--- src/rtl/i2c_req_arbiter_if.sv ---
// Handshake bundle between the two requesters, the serial I2C engine and the arbiter.
// The arbiter connects through the slave modport; requesters and engine use master.
interface i2c_req_arbiter_if;
    logic        req0;
    logic        req1;
    logic [23:0] data0;
    logic [23:0] data1;
    logic        done0;
    logic        done1;
    logic        ok0;
    logic        ok1;
    logic        mgo;
    logic [23:0] i2c_data;
    logic        mend;
    logic        mack;
    logic        busy;
    logic        grant;
    logic [7:0]  err_count;

    modport slave (
        input  req0, req1, data0, data1, mend, mack,
        output done0, done1, ok0, ok1, mgo, i2c_data, busy, grant, err_count
    );

    modport master (
        output req0, req1, data0, data1, mend, mack,
        input  done0, done1, ok0, ok1, mgo, i2c_data, busy, grant, err_count
    );
endinterface

--- src/rtl/i2c_req_arbiter.sv ---
// Round-robin arbiter sharing one I2C transfer engine between two requesters,
// with NACK/timeout retry and per-transaction done/ok reporting.
module i2c_req_arbiter #(
    parameter int RETRY_MAX = 3,
    parameter int TIMEOUT   = 4095,
    parameter int TW        = 12
) (
    input  logic             clk,
    input  logic             reset,
    i2c_req_arbiter_if.slave bus
);
    localparam int RW = $clog2(RETRY_MAX + 2);

    typedef enum logic [1:0] {IDLE, WAIT, GAP, REPORT} state_t;

    state_t         state_q;
    logic [RW-1:0]  retry_q;
    logic [TW-1:0]  tmo_q;
    logic           rr_last_q;
    logic           mgo_q;
    logic           busy_q;
    logic           grant_q;
    logic           done0_q;
    logic           done1_q;
    logic           ok0_q;
    logic           ok1_q;
    logic [23:0]    data_q;
    logic [7:0]     err_q;

    logic           any_req_d;
    logic           pick_d;
    logic           timeout_d;
    logic           attempt_fail_d;
    logic           can_retry_d;

    always_comb begin
        any_req_d      = bus.req0 | bus.req1;
        // On a tie the requester that was not served last wins.
        pick_d         = (bus.req0 & bus.req1) ? ~rr_last_q : bus.req1;
        timeout_d      = (tmo_q == TW'(TIMEOUT - 1));
        attempt_fail_d = bus.mend ? ~bus.mack : timeout_d;
        can_retry_d    = (retry_q < RW'(RETRY_MAX));
    end

    always_ff @(posedge clk or posedge reset) begin
        if (reset) begin
            state_q   <= IDLE;
            retry_q   <= '0;
            tmo_q     <= '0;
            rr_last_q <= 1'b1;
            mgo_q     <= 1'b0;
            busy_q    <= 1'b0;
            grant_q   <= 1'b0;
            done0_q   <= 1'b0;
            done1_q   <= 1'b0;
            ok0_q     <= 1'b0;
            ok1_q     <= 1'b0;
            data_q    <= '0;
            err_q     <= '0;
        end else begin
            done0_q <= 1'b0;
            done1_q <= 1'b0;
            ok0_q   <= 1'b0;
            ok1_q   <= 1'b0;
            case (state_q)
                IDLE: begin
                    if (any_req_d) begin
                        grant_q <= pick_d;
                        data_q  <= pick_d ? bus.data1 : bus.data0;
                        mgo_q   <= 1'b1;
                        busy_q  <= 1'b1;
                        retry_q <= '0;
                        tmo_q   <= '0;
                        state_q <= WAIT;
                    end
                end
                WAIT: begin
                    tmo_q <= tmo_q + TW'(1);
                    if (bus.mend && bus.mack) begin
                        mgo_q   <= 1'b0;
                        done0_q <= ~grant_q;
                        done1_q <= grant_q;
                        ok0_q   <= ~grant_q;
                        ok1_q   <= grant_q;
                        state_q <= REPORT;
                    end else if (attempt_fail_d) begin
                        mgo_q <= 1'b0;
                        if (can_retry_d) begin
                            retry_q <= retry_q + RW'(1);
                            state_q <= GAP;
                        end else begin
                            done0_q <= ~grant_q;
                            done1_q <= grant_q;
                            if (err_q != 8'hFF) begin
                                err_q <= err_q + 8'd1;
                            end
                            state_q <= REPORT;
                        end
                    end
                end
                GAP: begin
                    // One low cycle lets the engine re-arm before the retry.
                    mgo_q   <= 1'b1;
                    tmo_q   <= '0;
                    state_q <= WAIT;
                end
                REPORT: begin
                    rr_last_q <= grant_q;
                    busy_q    <= 1'b0;
                    state_q   <= IDLE;
                end
                default: begin
                    state_q <= IDLE;
                end
            endcase
        end
    end

    assign bus.mgo       = mgo_q;
    assign bus.busy      = busy_q;
    assign bus.grant     = grant_q;
    assign bus.done0     = done0_q;
    assign bus.done1     = done1_q;
    assign bus.ok0       = ok0_q;
    assign bus.ok1       = ok1_q;
    assign bus.i2c_data  = data_q;
    assign bus.err_count = err_q;
endmodule

--- src/flat_wrapper.sv ---
// flat-port wrapper written by rule: the top's interface ports become plain ports
module i2c_req_arbiter_flat 
#(
    parameter int RETRY_MAX = 3,
    parameter int TIMEOUT   = 4095,
    parameter int TW        = 12
)
  (clk, reset, bus_req0, bus_req1, bus_data0, bus_data1, bus_mend, bus_mack, bus_done0, bus_done1, bus_ok0, bus_ok1, bus_mgo, bus_i2c_data, bus_busy, bus_grant, bus_err_count);
  i2c_req_arbiter_if bus_i ();
  input  logic clk;
  input  logic reset;
  input wire logic [$bits(bus_i.req0)-1:0] bus_req0;
  input wire logic [$bits(bus_i.req1)-1:0] bus_req1;
  input wire logic [$bits(bus_i.data0)-1:0] bus_data0;
  input wire logic [$bits(bus_i.data1)-1:0] bus_data1;
  input wire logic [$bits(bus_i.mend)-1:0] bus_mend;
  input wire logic [$bits(bus_i.mack)-1:0] bus_mack;
  output wire logic [$bits(bus_i.done0)-1:0] bus_done0;
  output wire logic [$bits(bus_i.done1)-1:0] bus_done1;
  output wire logic [$bits(bus_i.ok0)-1:0] bus_ok0;
  output wire logic [$bits(bus_i.ok1)-1:0] bus_ok1;
  output wire logic [$bits(bus_i.mgo)-1:0] bus_mgo;
  output wire logic [$bits(bus_i.i2c_data)-1:0] bus_i2c_data;
  output wire logic [$bits(bus_i.busy)-1:0] bus_busy;
  output wire logic [$bits(bus_i.grant)-1:0] bus_grant;
  output wire logic [$bits(bus_i.err_count)-1:0] bus_err_count;
  assign bus_i.req0 = bus_req0;
  assign bus_i.req1 = bus_req1;
  assign bus_i.data0 = bus_data0;
  assign bus_i.data1 = bus_data1;
  assign bus_i.mend = bus_mend;
  assign bus_i.mack = bus_mack;
  assign bus_done0 = bus_i.done0;
  assign bus_done1 = bus_i.done1;
  assign bus_ok0 = bus_i.ok0;
  assign bus_ok1 = bus_i.ok1;
  assign bus_mgo = bus_i.mgo;
  assign bus_i2c_data = bus_i.i2c_data;
  assign bus_busy = bus_i.busy;
  assign bus_grant = bus_i.grant;
  assign bus_err_count = bus_i.err_count;
  i2c_req_arbiter #(.RETRY_MAX(RETRY_MAX), .TIMEOUT(TIMEOUT), .TW(TW)) u_core (.clk(clk), .reset(reset), .bus(bus_i));
endmodule
--- config.mk ---
export PLATFORM = sky130hd
export DESIGN_NAME = i2c_req_arbiter_flat
export DESIGN_NICKNAME = d
export VERILOG_FILES = /design/src/rtl/i2c_req_arbiter_if.sv /design/src/rtl/i2c_req_arbiter.sv /design/src/flat_wrapper.sv
export SDC_FILE = /design/constraint.sdc
export NUM_CORES = 1
export LEC_CHECK = 0
export ABC_AREA = 0
export BUFFER_PORTS_ARGS = -buffer_cell sky130_fd_sc_hd__buf_2
export CAP_MARGIN = 25
export CORE_MARGIN = 4
export CORE_UTILIZATION = 56
export CTS_BUF_LIST = sky130_fd_sc_hd__clkbuf_8
export DETAILED_ROUTE_END_ITERATION = 12
export PLACE_DENSITY = 0.88
export SYNTH_ARGS = -nofsm -noshare
export SYNTH_HDL_FRONTEND = slang
export SYNTH_SLANG_ARGS = --single-unit
--- constraint.sdc ---
create_clock -name clk -period 4.7 [get_ports clk]
set_input_delay 0.47 -clock clk [delete_from_list [all_inputs] [get_ports clk]]
set_output_delay 0.47 -clock clk [all_outputs]
set_load 0.01 [all_outputs]
After elaboration in Yosys (flattened, before gate mapping)
Cells that the tools add are included.
{ "op_classes": {"bitwise_logic": 7, "order_cmp": 1, "n_addsub": 3, "muxes": 32, "eq_ne": 10, "reduce_logical": 12} }
{ "ops": {"columns": ["operator", "count"], "rows": [
  ["case mux 12 bit (3 select lines)", 1],
  ["2-to-1 mux 24 bit", 1],
  ["2-to-1 mux 1 bit", 18],
  ["adder 12 x 1 -> 12 bit, second input constant", 1],
  ["equality test 12 bit, second input constant", 1],
  ["2-to-1 mux 12 bit", 1],
  ["2-to-1 mux 3 bit", 4],
  ["AND reduction 5 bit", 2],
  ["adder 8 x 1 -> 8 bit, second input constant", 1],
  ["!= test 8 bit, second input constant", 1],
  ["case mux 2 bit (4 select lines)", 1],
  ["AND reduction 2 bit", 4],
  ["2-to-1 mux 2 bit", 3],
  ["!= test 2 x 1 -> 1 bit, second input constant", 3],
  ["case mux 3 bit (2 select lines)", 1],
  ["inverter 1 bit", 5],
  ["equality test 2 bit, second input constant", 2],
  ["nonzero test 2 bit", 2],
  ["adder 3 x 1 -> 3 bit, second input constant", 1],
  ["less-than comparator 3 x 2 -> 1 bit, second input constant", 1],
  ["!= test 3 x 1 -> 1 bit, second input constant", 1],
  ["case mux 1 bit (3 select lines)", 1],
  ["AND reduction 3 bit", 1],
  ["nonzero test 3 bit", 1],
  ["other kinds (7)", 7]
]} }
{ "word_totals": {"input_bits": 54, "word_cells": 78, "ff_bits": 57, "output_inout_bits": 39} }

Depth between registers and ports, before layout
Gate-level depths: netlist (run 1).
{ "depth": {"word_depth": 5, "depth_mapped": 7} }

Worst setup path before layout (run 1)
OpenSTA, ideal clock, no wires.
{ "synth_timing": {"path_kind": "reg-to-reg", "startpoint": "register u_core.tmo_q[0]", "endpoint": "register u_core.err_q[1] (netlist: u_core.bus.err_count[1])", "stages_incl_launch_ff": 7, "setup_ps": 128, "slack_ps": 3072, "arrival_time_ps": 1501, "cell_sequence": "dfrtp_1 inv_1 ha_1 and4_1 a31oi_4 nor3_2 mux2_1"} }
{ "synth_via": {"elab_chain_len": 3} }
{ "synth_lines": {"columns": ["element", "line", "rtl"], "rows": [
  ["from (decl)", "i2c_req_arbiter.sv:18", "logic [TW-1:0] tmo_q;"],
  ["from (signal assigned)", "i2c_req_arbiter.sv:78", "tmo_q <= tmo_q + TW'(1);"],
  ["equality test 12 bit", "i2c_req_arbiter.sv:40", "timeout_d = (tmo_q == TW'(TIMEOUT - 1));"],
  ["2-to-1 mux 1 bit", "i2c_req_arbiter.sv:41", "attempt_fail_d = bus.mend ? ~bus.mack : timeout_d;"],
  ["AND reduction 5 bit (no source line)", null, null],
  ["to (signal assigned)", "i2c_req_arbiter.sv:95", "err_q <= err_q + 8'd1;"],
  ["to (decl)", "i2c_req_arbiter.sv:28", "logic [7:0] err_q;"]
]} }
No other way between the ends.
A chain may end at the register's enable or synchronous reset.

Worst setup path after layout (run 1)
{ "layout_timing": {"startpoint": "register u_core.state_q[1]", "endpoint": "register u_core.err_q[1] (netlist: u_core.bus.err_count[1])"} }
{ "layout_via": {"elab_chain_len": 2} }
{ "layout_lines": {"columns": ["element", "line", "rtl"], "rows": [
  ["from (decl)", "i2c_req_arbiter.sv:16", "state_t state_q;"],
  ["from (signal assigned)", "i2c_req_arbiter.sv:47", "state_q <= IDLE;"],
  ["from (signal assigned)", "i2c_req_arbiter.sv:74", "state_q <= WAIT;"],
  ["from (signal assigned)", "i2c_req_arbiter.sv:85", "state_q <= REPORT;"],
  ["equality test 2 x 1 -> 1 bit", "i2c_req_arbiter.sv:65", "case (state_q)"],
  ["AND reduction 5 bit (no source line)", null, null]
]} }
No other way between the ends.

==> results.py, run 1 <==
metrics = {
    "place": {
        "place_inst": 407,
        "io_buffers": 92,
        "hpwl_um": 4388,
        "gp_congestion": 0.7773,
    },
    "worst_setup_path": {
        "worstSetupStartpointType": "flip-flop",
        "endpoint_kind": "flip-flop",
        "required_ns": 4.91,
        "arrival_ns": 2.24,
        "worstSetupPathType": "reg -> reg",
        "critical_path_peak_fanout": 15,
    },
    "clocking": {
        "cts_root_buf": "clkbuf_8",
        "postCtsHoldBufs": 0,
        "post_cts_buffers": 0,
        "cts_tree": "built",
        "cts-resized-gates": 0,
        "cts.sinks": 57,
        "cts_made_buffers": 9,
        "htree_levels": 3,
        "clock_latency_ns": 0.34,
        "cts_buffer_depth": 2,
        "clkTransAtPathRegs_ns": 0.07,
    },
    "synthesis": {
        "asyncSetResetFlopFracSynth_pct": 100.0,
        "synthCells": 261,
        "synthAdderAreaFrac_pct": 1.821,
        "synth_ff_type": "dfrtp_1",
        "avgSynthCellArea_um2": 10.53,
        "synth-xor-area-share_pct": 2.549,
        "synthSimpleGateAreaFrac_pct": 15.34,
        "syn_area_um2": 2749,
        "yosysTopAreaCellShare_pct": 50.98,
        "synth_mux_area_share_pct": 9.968,
        "synth_top_family_by_area": "simple AND/OR/NAND/NOR gates",
        "synth_nets": 319,
        "ys_seq_elements": 57,
        "synth_compound_area_share_pct": 15.11,
        "synth_area_leader_cell": "dfrtp_1",
        "synth.area.top_cells": "dfrtp_1, mux2i_1, a21oi_1",
        "yosysSeqAreaShare_pct": 51.93,
        "synth_edf_count": 0,
        "ys_warn_count": 0,
        "synthDistinctLibCells": 38,
    },
    "route": {
        "dr_total_vias": 2281,
        "antenna_left": 0,
        "drtIter0Drc": 136,
        "routedWlPerCell_um": 15.30,
        "route.final.wire_length_um": 6486,
        "vias_per_cell": 5.380,
        "firstDrtPassIters": 5,
        "drc": 0,
    },
    "power_and_ir_drop": {
        "ir_drop_uv": 354.6,
        "power_mw": 2.084,
        "power_leakage_nw": 1.718,
        "power.density_nw_per_um2": 592.2,
    },
    "grt": {
        "grt_overflow_total": 0,
        "grt_pass1_vias": 2285,
        "grt_use_total_pct": 22.18,
        "grt_max_degree": 58,
        "grt_first_pass_wirelength_um": 10740,
        "antenna_found_initial": 0,
    },
    "layout": {
        "filler_cell_count": 351,
        "antenna_cells": 0,
        "final_nets": 410,
        "fin_util_pct": 74.03,
        "final_cells": 424,
        "drive_gt1_share_pct": 35.85,
        "synthToLayoutAreaGrowth_pct": 28.04,
    },
    "sta": {
        "fin_skew_ns": 0.007082,
        "rsz0062_at_grt": "no",
        "period_needed_ns": 2.031,
        "finalCritPeriodShare_pct": 43.21,
        "maxSlewViolCount": 0,
        "hold_violations": 0,
        "fin_hold_ws_ns": 0.3251,
        "worst-slew-pin-transition_ns": 0.6872,
        "setup_tns_ns": 0,
        "setup-violations-final": 0,
        "relSlewSlack_pct": 54.19,
        "fmax_mhz": 492.4,
    },
    "floorplan": {
        "initial_utilization_pct": 57.82,
        "core_um2": 4755,
        "num_io_pins": 93,
        "fp.dieW_um": 78.06,
        "die_y_um": 78.06,
        "die_area_um2": 6093,
        "rows": 25,
    },
    "min_path": {
        "hold_class": "in -> async",
    },
    "run_status": {
        "status": "complete, no violations",
    },
    "run": {
        "maxCapViolations": 0,
    },
}
## layout make-up
type                            count  area [um2]  share of cell area, %
Timing Repair Buffer               95       503.0                  14.29
Clock buffer                       10       137.6                  3.910
Tap cell                           67       83.83                  2.382
Inverter                            4       15.01                 0.4266
Multi-Input combinational cell    185        1247                  35.44
Clock inverter                      6       105.1                  2.986
Sequential cell                    57        1428                  40.56
## critical path, stage by stage (launching register included)
cell and delay [ns]:
dfrtp_1 0.41, and2b_1 0.54, o211ai_2 0.35, nor3_2 0.26
mux2_1 0.35
## metrics by stage
stage / cell area [um2] / setup WS (ns)
finish: 3520 / 2.669
global route: 3520 / 2.556
CTS: 3492 / 2.679
detailed placement: 3249 / 2.706
global placement: 3249 / 2.763
floorplan: 2749 / 2.832
## synth_stat cells, types with 5 or more instances
| cell type | n |
|---|---|
| nand2_1 | 12 |
| nor2_1 | 32 |
| dfrtp_1 | 56 |
| o21ai_1 | 22 |
| clkbuf_1 | 10 |
| nand3_1 | 6 |
| a21oi_1 | 29 |
| xor2_1 | 8 |
| mux2i_1 | 24 |
| a31oi_1 | 5 |
| nand4_1 | 7 |
## flip-flops by register name (all words and copies together) (netlist names)
signal	cells
u_core.bus.done0	1
u_core.bus.busy	1
u_core.bus.mgo	1
u_core.bus.ok0	1
u_core.tmo_q	12
u_core.bus.i2c_data	24
u_core.rr_last_q	1
u_core.state_q	2
u_core.bus.grant	1
u_core.bus.ok1	1
u_core.bus.err_count	8
u_core.retry_q	3
u_core.bus.done1	1
## cells in the final DEF (no fill, tap or decap), types with 5 or more instances in the layout
cell	n
buf_2	92
dfrtp_1	56
nor2_1	32
a21oi_1	29
mux2i_1	24
o21ai_1	22
nand2_1	12
clkbuf_8	10
xor2_1	8
nand4_1	7
nand3_1	6
a31oi_1	5
## final timing paths
check	from	end	slack (ns)	cells past startpoint
max	u_core.state_q[1]	u_core.bus.err_count[1]	2.67	4
min	reset	u_core.bus.i2c_data[21]	0.33	3
max reg2reg	u_core.state_q[1]	u_core.bus.err_count[1]	2.67	4
min reg2reg	u_core.tmo_q[11]	u_core.tmo_q[11]	0.48	1
max in group asynchronous	reset	u_core.tmo_q[5]	3.92	3
min in group clk	bus_data0[9]	u_core.bus.i2c_data[9]	0.43	3
## report_power, final
part | leakage (nW) | internal, mW | switching (mW) | total (mW)
combinational | 0.894 | 0.299 | 0.446 | 0.746
sequential | 0.698 | 0.660 | 0.119 | 0.779
clock | 0.126 | 0.364 | 0.195 | 0.559
## kinds of logic (layout without fill, tap and decap cells)
group           after synthesis  in the layout
mux                          27             27
fa+ha+maj                     4              4
simple gates                 77             77
flops                        57             57
buf+inv                      19            115
xor+xnor                      8              8
compound gates               69             69
## routing by layer
layer | vias up | GRT usage [%] | share of wire (%)
li1 | 1122 | - | -
met4 | 0 | 9.441 | 0.96
met1 | 1086 | 27.85 | 41
met2 | 67 | 37.59 | 54
met3 | 6 | 4.128 | 4.4
met5 | - | 0 | 0
Note: power is estimated with default switching activity, not from simulation.
==> run 2: changes to the inputs <==
Settings changed: ABC_AREA 0 to 1, CORE_UTILIZATION 56 to 52, PLACE_DENSITY 0.88 to 0.82.
Clock period 4.7 ns to 2.1 ns, I/O delays scaled along.
==> results.py, run 2 <==
metrics = {
    "worst_setup_path": {
        "slowest_stage": "inv_1",
        "path_common_cell": "o21ai_0",
        "cp_cell_sequence": "nor2_1 > o21ai_2 > inv_1 > o21ai_0 > o21ai_0",
        "r2r_setup_slack_ns": 0.50,
        "crit_buf_inv": 1,
        "endpoint_kind": "flip-flop",
        "cp_top_family": "compound AO/OA/AOI/OAI gates",
        "r2r-start": "u_core.state_q[1]",
        "worstSetupStartpointType": "flip-flop",
        "required_ns": 2.36,
        "arrival_ns": 1.86,
        "worstSetupPathType": "reg -> reg",
        "crit_path_max_incr_delay_ns": 0.44,
        "critical_path_peak_fanout": 24,
        "cp-startpoint": "u_core.state_q[1]",
    },
    "route": {
        "firstDrtPassIters": 5,
        "drc": 0,
        "route.final.wire_length_um": 6743,
        "routedWlPerCell_um": 13.14,
        "dr_total_vias": 2648,
        "antenna_left": 0,
        "vias_per_cell": 5.162,
        "drtIter0Drc": 166,
    },
    "layout": {
        "largest_reg_flops": 24,
        "filler_cell_count": 414,
        "layout_commonest_cell": "buf_2",
        "final_nets": 496,
        "final_area_um2": 3558,
        "synthToLayoutAreaGrowth_pct": 27.31,
        "antenna_cells": 0,
        "drive_gt1_share_pct": 29.35,
        "layout_common_cells": "buf_2, nand2_1, o21ai_0, dfrtp_1, nor2_1",
    },
    "sta": {
        "finalCritPeriodShare_pct": 76.25,
        "worst-slew-pin-transition_ns": 0.7137,
        "fin_skew_ns": 0.009666,
        "setup_tns_ns": 0,
        "period_needed_ns": 1.601,
        "rsz0062_at_grt": "no",
        "fmax_mhz": 624.5,
        "maxSlewViolCount": 0,
        "hold_violations": 0,
        "relSlewSlack_pct": 52.35,
        "setup-violations-final": 0,
    },
    "synthesis": {
        "synth.most_common_cell": "nand2_1",
        "ys_warn_count": 0,
        "yosysSeqAreaShare_pct": 51.07,
        "avgSynthCellArea_um2": 8.197,
        "yosysTopAreaCellShare_pct": 50.13,
        "synth_top_family_by_area": "simple AND/OR/NAND/NOR gates",
        "synth.area.top_cells": "dfrtp_1, o21ai_0, nand2_1",
        "synthSimpleGateAreaFrac_pct": 23.37,
        "synth_nets": 399,
        "syn_area_um2": 2795,
        "synthCells": 341,
        "synth_compound_area_share_pct": 15.85,
        "synthDistinctLibCells": 28,
        "synth_edf_count": 0,
        "synth_ff_type": "dfrtp_1",
        "synth-xor-area-share_pct": 2.193,
        "synthAdderAreaFrac_pct": 1.791,
        "synth_mux_area_share_pct": 0,
        "synthTopCellsByCount": "nand2_1, o21ai_0, dfrtp_1",
        "synth_area_leader_cell": "dfrtp_1",
        "asyncSetResetFlopFracSynth_pct": 100.0,
        "ys_seq_elements": 57,
    },
    "grt": {
        "grt_use_total_pct": 22.79,
        "met2_usage_pct": 35.75,
        "grt_pass1_vias": 2558,
        "busiest_layer": "met2",
        "use_met3_pct": 9.091,
        "use_met1_pct": 28.30,
        "grt_first_pass_wirelength_um": 11450,
        "grt_max_degree": 37,
        "grt_overflow_total": 0,
        "antenna_found_initial": 0,
    },
    "floorplan": {
        "core_um2": 5172,
        "fp.dieW_um": 81.32,
        "die_area_um2": 6612,
        "initial_utilization_pct": 54.04,
        "rows": 26,
        "num_io_pins": 93,
        "die_y_um": 81.32,
    },
    "run": {
        "maxCapViolations": 0,
    },
    "power_and_ir_drop": {
        "internal_power_mw": 2.712,
        "p_sw_mw": 1.676,
        "power_leakage_nw": 1.796,
        "ir_drop_uv": 812.3,
        "combPwrFrac_pct": 35.4,
        "seq_power_share_pct": 38.9,
        "p_sw_share_pct": 38.19,
        "clkPwrFrac_pct": 25.8,
        "power.density_nw_per_um2": 1233,
    },
    "place": {
        "hpwl_um": 4862,
        "gp_congestion": 0.8317,
        "placed_cell_area_um2": 3329,
        "io_buffers": 92,
    },
    "run_status": {
        "status": "complete, no violations",
    },
    "clocking": {
        "cts_buffer_depth": 2,
        "cts-resized-gates": 0,
        "cts_made_buffers": 9,
        "clkTransAtPathRegs_ns": 0.07,
        "cts_tree": "built",
        "clock_latency_ns": 0.34,
        "cts.sinks": 57,
        "cts_root_buf": "clkbuf_8",
        "htree_levels": 3,
    },
    "min_path": {
        "min-delay-start": "bus_data1[2]",
        "hold_class": "in -> reg",
    },
}
==> run 2: cell count changes in the layout (fill, tap and decap cells not counted), sizes merged, moves of 6 or more <==
cell / delta
o21ai: +47
a21oi: -26
mux2i: -24
a31oi: -6
inv: +24
nand2: +69
nand3: +13
xor2: -6
nor2: +13
o22ai: +6
==> run 2: worst paths after layout <==
| check | depth (start not counted) | end |
|---|---|---|
| hold reg to reg | 2 | u_core.bus.i2c_data[20] |
| setup / recovery | 5 | u_core.bus.i2c_data[10] |
| setup reg to reg | 5 | u_core.bus.i2c_data[10] |
| max in group asynchronous | 4 | u_core.tmo_q[11] |
| min in group asynchronous | 3 | u_core.bus.i2c_data[15] |
| hold / removal | 3 | u_core.bus.i2c_data[2] |
==> run 2: worst reg2reg max path: cells and delay by family (launching register included) <==
kind / cells / cell delay (ns)
buf+inv: 1 / 0.44
flops: 1 / 0.42
compound gates: 3 / 0.49
simple gates: 1 / 0.17
==> run 2: area by class of cell <==
class / count / area, um2 / share of cell area (%)
Timing Repair Buffer: 98 / 508.0 / 14.28
Multi-Input combinational cell: 244 / 1211 / 34.04
Sequential cell: 57 / 1428 / 40.12
Tap cell: 70 / 87.58 / 2.461
Clock inverter: 7 / 95.09 / 2.672
Clock buffer: 9 / 123.9 / 3.481
Inverter: 28 / 105.1 / 2.954
==> run 2: routing by layer <==
metal	wire length [um]	share of wire, %
met1	2804	42
met2	3243	48
met3	587	8.7
met4	107	1.6
met5	0	0
==> run 2: power by group through the flow <==
stage | clock, mW | sequential [mW] | combinational [mW]
floorplan | 0 | 1.83 | 0.857
global placement | 0 | 1.71 | 1.50
detailed placement | 0 | 1.71 | 1.57
CTS | 1.15 | 1.70 | 1.58
global route | 1.20 | 1.76 | 1.76
finish | 1.13 | 1.71 | 1.55
==> run 2: timing repair <==
| action | 4_1_cts | 5_1_grt |
|---|---|---|
| hold buffers | 1 | 0 |
| hold endpoints to repair | 7 | 0 |
| setup buffers | 0 | 0 |
==> run 2: logic make-up after synthesis <==
group	after synthesis
compound gates	83
xor+xnor	7
fa+ha+maj	4
buf+inv	40
flops	57
simple gates	150
==> run 2: through the flow <==
stage | cells | hold WS, ns | worst slack [ns] | power (mW) | util (%)
floorplan | 341 | 0.3802 | 0.4920 | 2.685 | -
global route | 513 | 0.1405 | 0.2784 | 4.721 | 68.80
finish | 513 | 0.1298 | 0.4987 | 4.388 | 68.80
global placement | 496 | 0.3644 | 0.6102 | 3.210 | 64.37
CTS | 513 | 0.1156 | 0.4816 | 4.427 | 68.80
detailed placement | 496 | 0.3696 | 0.4727 | 3.281 | 64.37
